## src/rtl/seg7_sequence_reader.sv

```systemverilog
// Receive-side checker for a 7-segment display bus: synchronizes and debounces the
// segment lines, decodes them back to BCD and verifies the digits follow the up/down count.
module seg7_sequence_reader #(
    parameter int STABLE_CYCLES = 4,
    parameter bit ACTIVE_LOW    = 1'b1,
    parameter int ERR_W         = 8
) (
    input  logic             PIN_Y2,
    input  logic             SW0,
    input  logic [0:6]       segments,
    input  logic             SW17,
    output logic [3:0]       digit,
    output logic             digit_valid,
    output logic             step_pulse,
    output logic             seq_err,
    output logic [ERR_W-1:0] err_count,
    output logic [1:0]       state
);

    localparam int RUN_W = (STABLE_CYCLES < 2) ? 1 : $clog2(STABLE_CYCLES + 1);
    localparam logic [RUN_W-1:0] RUN_MAX = RUN_W'(STABLE_CYCLES);

    typedef enum logic [1:0] {
        ST_IDLE  = 2'b00,
        ST_TRACK = 2'b01,
        ST_BAD   = 2'b10
    } state_t;

    // Returns {legal, digit} for an active-high abcdefg pattern (a is the MSB).
    function automatic logic [4:0] decode_seg(input logic [6:0] p);
        case (p)
            7'b1111110: return {1'b1, 4'd0};
            7'b0110000: return {1'b1, 4'd1};
            7'b1101101: return {1'b1, 4'd2};
            7'b1111001: return {1'b1, 4'd3};
            7'b0110011: return {1'b1, 4'd4};
            7'b1011011: return {1'b1, 4'd5};
            7'b1011111: return {1'b1, 4'd6};
            7'b1110000: return {1'b1, 4'd7};
            7'b1111111: return {1'b1, 4'd8};
            7'b1111011: return {1'b1, 4'd9};
            default:    return 5'b0_0000;
        endcase
    endfunction

    logic [6:0]       seg_raw;
    logic [6:0]       sync1_q, sync2_q, prev_q;
    logic [RUN_W-1:0] run_q, run_d;
    logic             changed, accept;
    logic [6:0]       pattern;
    logic [4:0]       dec;
    logic             legal;
    logic [3:0]       dec_digit, exp_digit;

    state_t           state_q, state_d;
    logic [3:0]       digit_q, digit_d;
    logic             pulse_q, pulse_d;
    logic             seq_err_q, seq_err_d;
    logic [ERR_W-1:0] err_q, err_d;
    logic             err_inc;

    assign seg_raw   = segments;
    assign changed   = (sync2_q != prev_q);
    assign pattern   = ACTIVE_LOW ? ~sync2_q : sync2_q;
    assign dec       = decode_seg(pattern);
    assign legal     = dec[4];
    assign dec_digit = dec[3:0];

    always_comb begin
        run_d = run_q;
        if (changed) begin
            run_d = RUN_W'(1);
        end else if (run_q != RUN_MAX) begin
            run_d = run_q + RUN_W'(1);
        end
    end

    // Fires once per stable run: only on the cycle the count first arrives at the limit.
    assign accept = (run_d == RUN_MAX) && (changed || (run_q != RUN_MAX));

    always_ff @(posedge PIN_Y2) begin
        if (!SW0) begin
            sync1_q   <= '0;
            sync2_q   <= '0;
            prev_q    <= '0;
            run_q     <= '0;
            state_q   <= ST_IDLE;
            digit_q   <= '0;
            pulse_q   <= 1'b0;
            seq_err_q <= 1'b0;
            err_q     <= '0;
        end else begin
            sync1_q   <= seg_raw;
            sync2_q   <= sync1_q;
            prev_q    <= sync2_q;
            run_q     <= run_d;
            state_q   <= state_d;
            digit_q   <= digit_d;
            pulse_q   <= pulse_d;
            seq_err_q <= seq_err_d;
            err_q     <= err_d;
        end
    end

    always_comb begin
        state_d = state_q;
        if (accept) begin
            state_d = legal ? ST_TRACK : ST_BAD;
        end
    end

    always_comb begin
        exp_digit = SW17 ? ((digit_q == 4'd9) ? 4'd0 : digit_q + 4'd1)
                         : ((digit_q == 4'd0) ? 4'd9 : digit_q - 4'd1);
        digit_d = digit_q;
        pulse_d = 1'b0;
        err_inc = 1'b0;
        if (accept) begin
            if (!legal) begin
                err_inc = (state_q != ST_BAD);
            end else begin
                digit_d = dec_digit;
                if (state_q == ST_TRACK && dec_digit != digit_q) begin
                    if (dec_digit == exp_digit) begin
                        pulse_d = !pulse_q;
                    end else begin
                        err_inc = 1'b1;
                    end
                end
            end
        end
        seq_err_d = seq_err_q | err_inc;
        err_d     = (err_inc && err_q != '1) ? err_q + ERR_W'(1) : err_q;
    end

    assign digit       = digit_q;
    assign digit_valid = (state_q == ST_TRACK);
    assign step_pulse  = pulse_q;
    assign seq_err     = seq_err_q;
    assign err_count   = err_q;
    assign state       = state_q;

endmodule

```

## config.mk

```make
export PLATFORM = sky130hd
export DESIGN_NAME = seg7_sequence_reader
export DESIGN_NICKNAME = d
export VERILOG_FILES = /design/src/rtl/seg7_sequence_reader.sv
export SDC_FILE = /design/constraint.sdc
export NUM_CORES = 1
export LEC_CHECK = 0
export CORE_MARGIN = 2
export CORE_UTILIZATION = 57
export CTS_BUF_LIST = sky130_fd_sc_hd__clkbuf_8
export DETAILED_ROUTE_END_ITERATION = 16
export PLACE_DENSITY = 0.82
export SLEW_MARGIN = 20
export SYNTH_ARGS = -nofsm -noshare
export SYNTH_HDL_FRONTEND = slang
export SYNTH_SLANG_ARGS = --single-unit
```

## constraint.sdc

```tcl
create_clock -name PIN_Y2 -period 3.6 [get_ports PIN_Y2]
set_input_delay 0.72 -clock PIN_Y2 [delete_from_list [all_inputs] [get_ports PIN_Y2]]
set_output_delay 0.72 -clock PIN_Y2 [all_outputs]
set_load 0.05 [all_outputs]
```

* Word-level counts from Yosys, hierarchy flattened *
Cells that the tools add are included.

word-level totals
  output and inout bits = 17
  register bits after elaboration = 40
  word-level logic and storage cells = 53

cells by class
  equality and inequality tests = 19
  multiplexer cells = 11
  reductions and logical operators = 8
  bitwise gates (word level) = 2
  $add $sub $neg = 4

operator list
  kind                                                  number
  equality test 7 bit (second input constant)           8
  case mux 5 bit (10 select lines)                      1
  equality test 7 x 6 -> 1 bit (second input constant)  2
  2-to-1 mux 4 bit                                      3
  adder 8 x 1 -> 8 bit (second input constant)          1
  inequality test 8 bit (second input constant)         1
  inequality test 7 bit                                 1
  NOT 7 bit                                             1
  2-to-1 mux 3 bit                                      2
  AND reduction 5 bit                                   1
  adder 4 x 1 -> 4 bit (second input constant)          1
  equality test 4 bit                                   1
  equality test 4 bit (second input constant)           1
  logical NOT 4 bit                                     1
  2-to-1 mux 1 bit                                      4
  inequality test 4 bit                                 1
  subtractor 4 x 1 -> 4 bit (second input constant)     1
  adder 3 x 1 -> 3 bit (second input constant)          1
  equality test 3 bit (second input constant)           1
  logical AND 1 bit                                     3
  inequality test 3 bit (second input constant)         1
  equality test 2 x 1 -> 1 bit (second input constant)  1
  2-to-1 mux 2 bit                                      1
  inequality test 2 bit (second input constant)         1
  other kinds (4)                                       4

* Longest topological paths before layout *
  depth after elaboration = 9
  mapped depth = 10

* Worst setup path before layout *
OpenSTA, ideal clock, no wires.

  path kind = register to register
  start = register digit_q[0], in the netlist digit[0]
  end = register err_q[6], in the netlist err_count[6]
  period minus slack after synthesis = 2708 ps
  setup slack = 892 ps
  arrival = 2627 ps
  cell stages (with the launch flop) = 11
  cell sequence = dfxtp_1 inv_1 ha_1 nor2b_1 a32o_1 a21oi_1 xor2_1 nand4_1 a22o_4 and4b_4 a211oi_2

on the way
  cells in the longest elaborated chain, start to end = 9
  elaborated cells on any way between the ends = 15

ends and longest elaborated chain
  what                                                     RTL line  text
  from (decl)                                              56        logic [3:0] digit_q, digit_d;
  from (signal assigned)                                   98        digit_q <= digit_d;
  subtractor 4 x 1 -> 4 bit, or another cell as far along  114       : ((digit_q == 4'd0) ? 4'd9 : digit_q - 4'd1);
  2-to-1 mux 4 bit, on equally long branches               114, 113
  2-to-1 mux 4 bit                                         113       exp_digit = SW17 ? ((digit_q == 4'd9) ? 4'd0 : digit_q + 4'd1)
  equality test 4 bit                                      124       if (dec_digit == exp_digit) begin
  2-to-1 mux 1 bit                                         124
  2-to-1 mux 1 bit *                                       123       if (state_q == ST_TRACK && dec_digit != digit_q) begin
  2-to-1 mux 1 bit *                                       119       if (!legal) begin
  2-to-1 mux 1 bit *                                       118       if (accept) begin
  logical AND 1 bit *                                      133       err_d = (err_inc && err_q != '1) ? err_q + ERR_W'(1) : err_q;
  to (signal assigned)                                     101       err_q <= err_d;
  to (decl)                                                59        logic [ERR_W-1:0] err_q, err_d;

Mark *: on every way between the ends. The rest lies on a longest branch, timed or not.
A chain may end at the register's enable or synchronous reset.

* Worst setup path after layout *
  start = register sync2_q[5]
  end = register err_q[6], in the netlist err_count[6]

on the way
  cells in the longest elaborated chain, start to end = 9
  elaborated cells on any way between the ends = 25

ends and longest elaborated chain
  what                                                                 RTL line  text
  from (decl)                                                          47        logic [6:0] sync1_q, sync2_q, prev_q;
  from (signal assigned)                                               94        sync2_q <= sync1_q;
  NOT 7 bit                                                            64        assign pattern = ACTIVE_LOW ? ~sync2_q : sync2_q;
  equality test 7 bit or equality test 7 x 6 -> 1 bit (tied branches)  31        case (p)
  case mux 5 bit (10 select lines)                                     31
  equality test 4 bit or inequality test 4 bit (tied branches)         124, 123
  2-to-1 mux 1 bit or logical AND 1 bit (tied branches)                124, 123
  2-to-1 mux 1 bit                                                     123
  2-to-1 mux 1 bit                                                     119
  2-to-1 mux 1 bit *                                                   118
  logical AND 1 bit *                                                  133

Marks and branches as above.

==> flow_metrics.tcl <==
set metrics [dict create \
    insertion_delay_ns 0.29 \
    cts_root_buf "clkbuf_8" \
    setup_slack_ns 0.874 \
    critPathKind "reg -> reg" \
    power_density_mw_per_mm2 378 \
    grt_start_max_net_pins 39 \
    synth-seq-area-share_pct 39.1 \
    reg2reg_setup_slack_ns 0.87 \
    synth_nets 239 \
    rsz0062_at_grt "false" \
    syn_area_per_cell_um2 9.18 \
    r2r_end "err_count[6]" \
    worst_pin_slew_ns 0.575 \
    yosys_warnings 0 \
    final_core_utilization_pct 71.9 \
    drtPass1Iterations 4 \
    syn-cell-area_mm2 0.00205 \
    pwr-share-clk_pct 41.3 \
    finalNonFillerCells 293 \
    antennaDiodeCount 0 \
    whs_path_depth 1 \
    hp-class "reg -> reg" \
    vdd_drop_max_uv 323 \
    synth_cell_types 53 \
    clockBufferDepth 2 \
    ff2ff_path_depth 8 \
    post-place-ws_ns 0.681 \
    cp-end-kind "flop" \
    holdWs_ns 0.426 \
    area_growth_pct 19.0 \
    skew_ns 0.0105 \
    cp.required_ns 3.80 \
    drc 0 \
    p_leak_uw 0.000964 \
    antenna_found_initial 0 \
    synth-edff-count 0 \
    vias 1574 \
    setup_violations 0 \
    p_seq_share_pct 50.4 \
    drt_wl_total_mm 3.61 \
    htreeDepth 2 \
    finalCriticalPeriod_ns 2.73 \
    fmax_ghz 0.367 \
    grt_pass1_wl_mm 6.44 \
    place_hpwl_mm 2.45 \
    rows 21 \
    cts_sinks 40 \
    cts_tree "done" \
    die_width_um 63.9 \
    gp_congestion 0.798 \
    synth_seq_cells 40 \
    cellInternalPower_uw 720 \
    port-buffer-count 26 \
    die_area_mm2 0.00409 \
    worstHoldStart "step_pulse" \
    grtUsageTotal_pct 19.5 \
    grt_pass1_vias 1496 \
    via_per_inst 5.37 \
    maxSlewHeadroom_pct 61.3 \
    arrival_ns 2.93 \
    hold_end "step_pulse" \
    grt-ovfl-total 0 \
    die_h_um 63.9 \
    num_io_pins 27 \
    postCtsResizedCells 0 \
    r2r_start "sync2_q[5]" \
    post_drt_wl_per_cell_um 12.3 \
    hold_violations 0 \
    drtIter0Drc 114 \
    max_cap_viol_count 0 \
    cts_made_buffers 5 \
    synth_cells 223 \
    start_util_pct 60.4 \
    clk_pin_slew_ns 0.08 \
    p_comb_share_pct 8.3 \
    tns_ns 0 \
    status "finished clean" \
    dp.cells 285 \
    slew_viol_final 0 \
    fin_nets 262 \
    postRouteAntennaNets 0 \
    postCtsHoldBufs 0 \
    ys.flop_type "dfxtp_1" \
    drive_gt1_share_pct 8.91 \
    switching_share_pct 21.9 \
    cts_setup_buffers 0 \
    period_share_pct 75.7 \
    cp-start-kind "flop" \
    switchingPower_uw 202 \
    crit_path_max_fanout 10 \
    async_flop_share_pct 0 \
    core_area_mm2 0.00339 \
]
==> stage by stage <==
stage               power, uW  cell area [um2]
global placement          549             2310
detailed placement        551             2310
CTS                       929             2440
finish                    922             2440
floorplan                 532             2050
global route              957             2440
==> critical path: stages, from the launching register on <==
cell and delay [ns]:
dfxtp_1 0.53, or3b_1 0.39, a211o_1 0.29, o211a_1 0.15, xnor2_1 0.14, o41a_1 0.45
a22o_4 0.30, and4b_4 0.20, a211oi_2 0.19
==> power by group through the flow <==
stage | clock network (uW) | registers [uW] | logic (uW)
after floorplan | 0 | 469 | 62.6
after global routing | 405 | 467 | 85.6
after global placement | 0 | 475 | 74.6
final | 381 | 465 | 76.6
after CTS | 387 | 465 | 77.1
after detailed placement | 0 | 475 | 75.8
==> flip-flops by register name, summed over array words and instances (netlist names) <==
name	cells
run_q	3
digit	4
step_pulse	1
state	2
sync1_q	7
seq_err	1
err_count	8
prev_q	7
sync2_q	7
==> cell type report <==
class,count,area (um2)
clock inverters,2,38.8
clock buffers,6,82.6
multi-input cells,163,1150
flip-flops and latches,40,801
repair buffers,28,275
inverters,8,30.0
fillers,247,953
well taps,46,57.6
==> cells in the final DEF, fill, tap and decap left out, types with 4 or more instances in the layout <==
master / instances
dfxtp_1: 40
clkdlybuf4s50_1: 26
and2_1: 23
nand2_1: 17
xnor2_1: 11
nand2b_1: 10
a21oi_1: 9
nor2_1: 8
inv_1: 7
and3_1: 7
mux2i_1: 7
ha_1: 6
clkbuf_8: 6
xor2_1: 5
nand3_1: 5
nor2b_1: 4
nand4_1: 4
==> worst max path at each step <==
stage | from | to | slack (ns) | cells after the start
final | sync2_q[5] | err_count[6] | 0.87 | 8
after global placement | SW17 | err_count[6] | 0.75 | 9
after CTS | sync2_q[5] | err_count[6] | 0.86 | 8
after floorplan | digit[0] | err_count[6] | 0.89 | 10
after global routing | sync2_q[5] | err_count[6] | 0.73 | 8
after detailed placement | SW17 | err_count[6] | 0.68 | 9
==> Yosys cell counts, types with 2 or more instances <==
master / instances / share of area, %
dfxtp_1: 40 / 39
and2_1: 23 / 7.0
nand2_1: 17 / 3.1
xnor2_1: 11 / 4.7
nand2b_1: 10 / 3.1
a21oi_1: 9 / 2.2
nor2_1: 8 / 1.5
and3_1: 7 / 2.1
inv_1: 7 / 1.3
mux2i_1: 7 / 3.4
clkbuf_1: 6 / 1.1
ha_1: 6 / 3.7
nand3_1: 5 / 1.2
xor2_1: 5 / 2.1
buf_2: 4 / 0.98
nand4_1: 4 / 1.2
nor2b_1: 4 / 1.2
a211oi_1: 3 / 1.1
a31oi_1: 3 / 0.92
nand3b_1: 3 / 1.1
nor3_1: 3 / 0.73
nor4_1: 3 / 0.92
buf_6: 2 / 1.1
nand4b_1: 2 / 0.86
nor4b_1: 2 / 0.86
o21ai_0: 2 / 0.49
==> kinds of logic (layout without fill, tap and decap cells) <==
| logic type | count (synthesis) | count (layout) | share of synthesized area [%] |
|---|---|---|---|
| flops | 40 | 40 | 39.1 |
| mux | 7 | 7 | 3.42 |
| compound gates | 31 | 31 | 11.5 |
| simple gates | 103 | 103 | 30.8 |
| xor+xnor | 16 | 16 | 6.85 |
| fa+ha+maj | 6 | 6 | 3.67 |
| buf+inv | 20 | 44 | 4.65 |
==> metal layers <==
metal	vias up	GRT usage [%]	routed length [um]
li1	819	-	-
met1	714	24.8	1710
met2	35	31.9	1700
met3	6	3.52	142
met4	0	8.97	55
met5	-	0	0
Note: power is estimated with default switching activity, not from simulation.
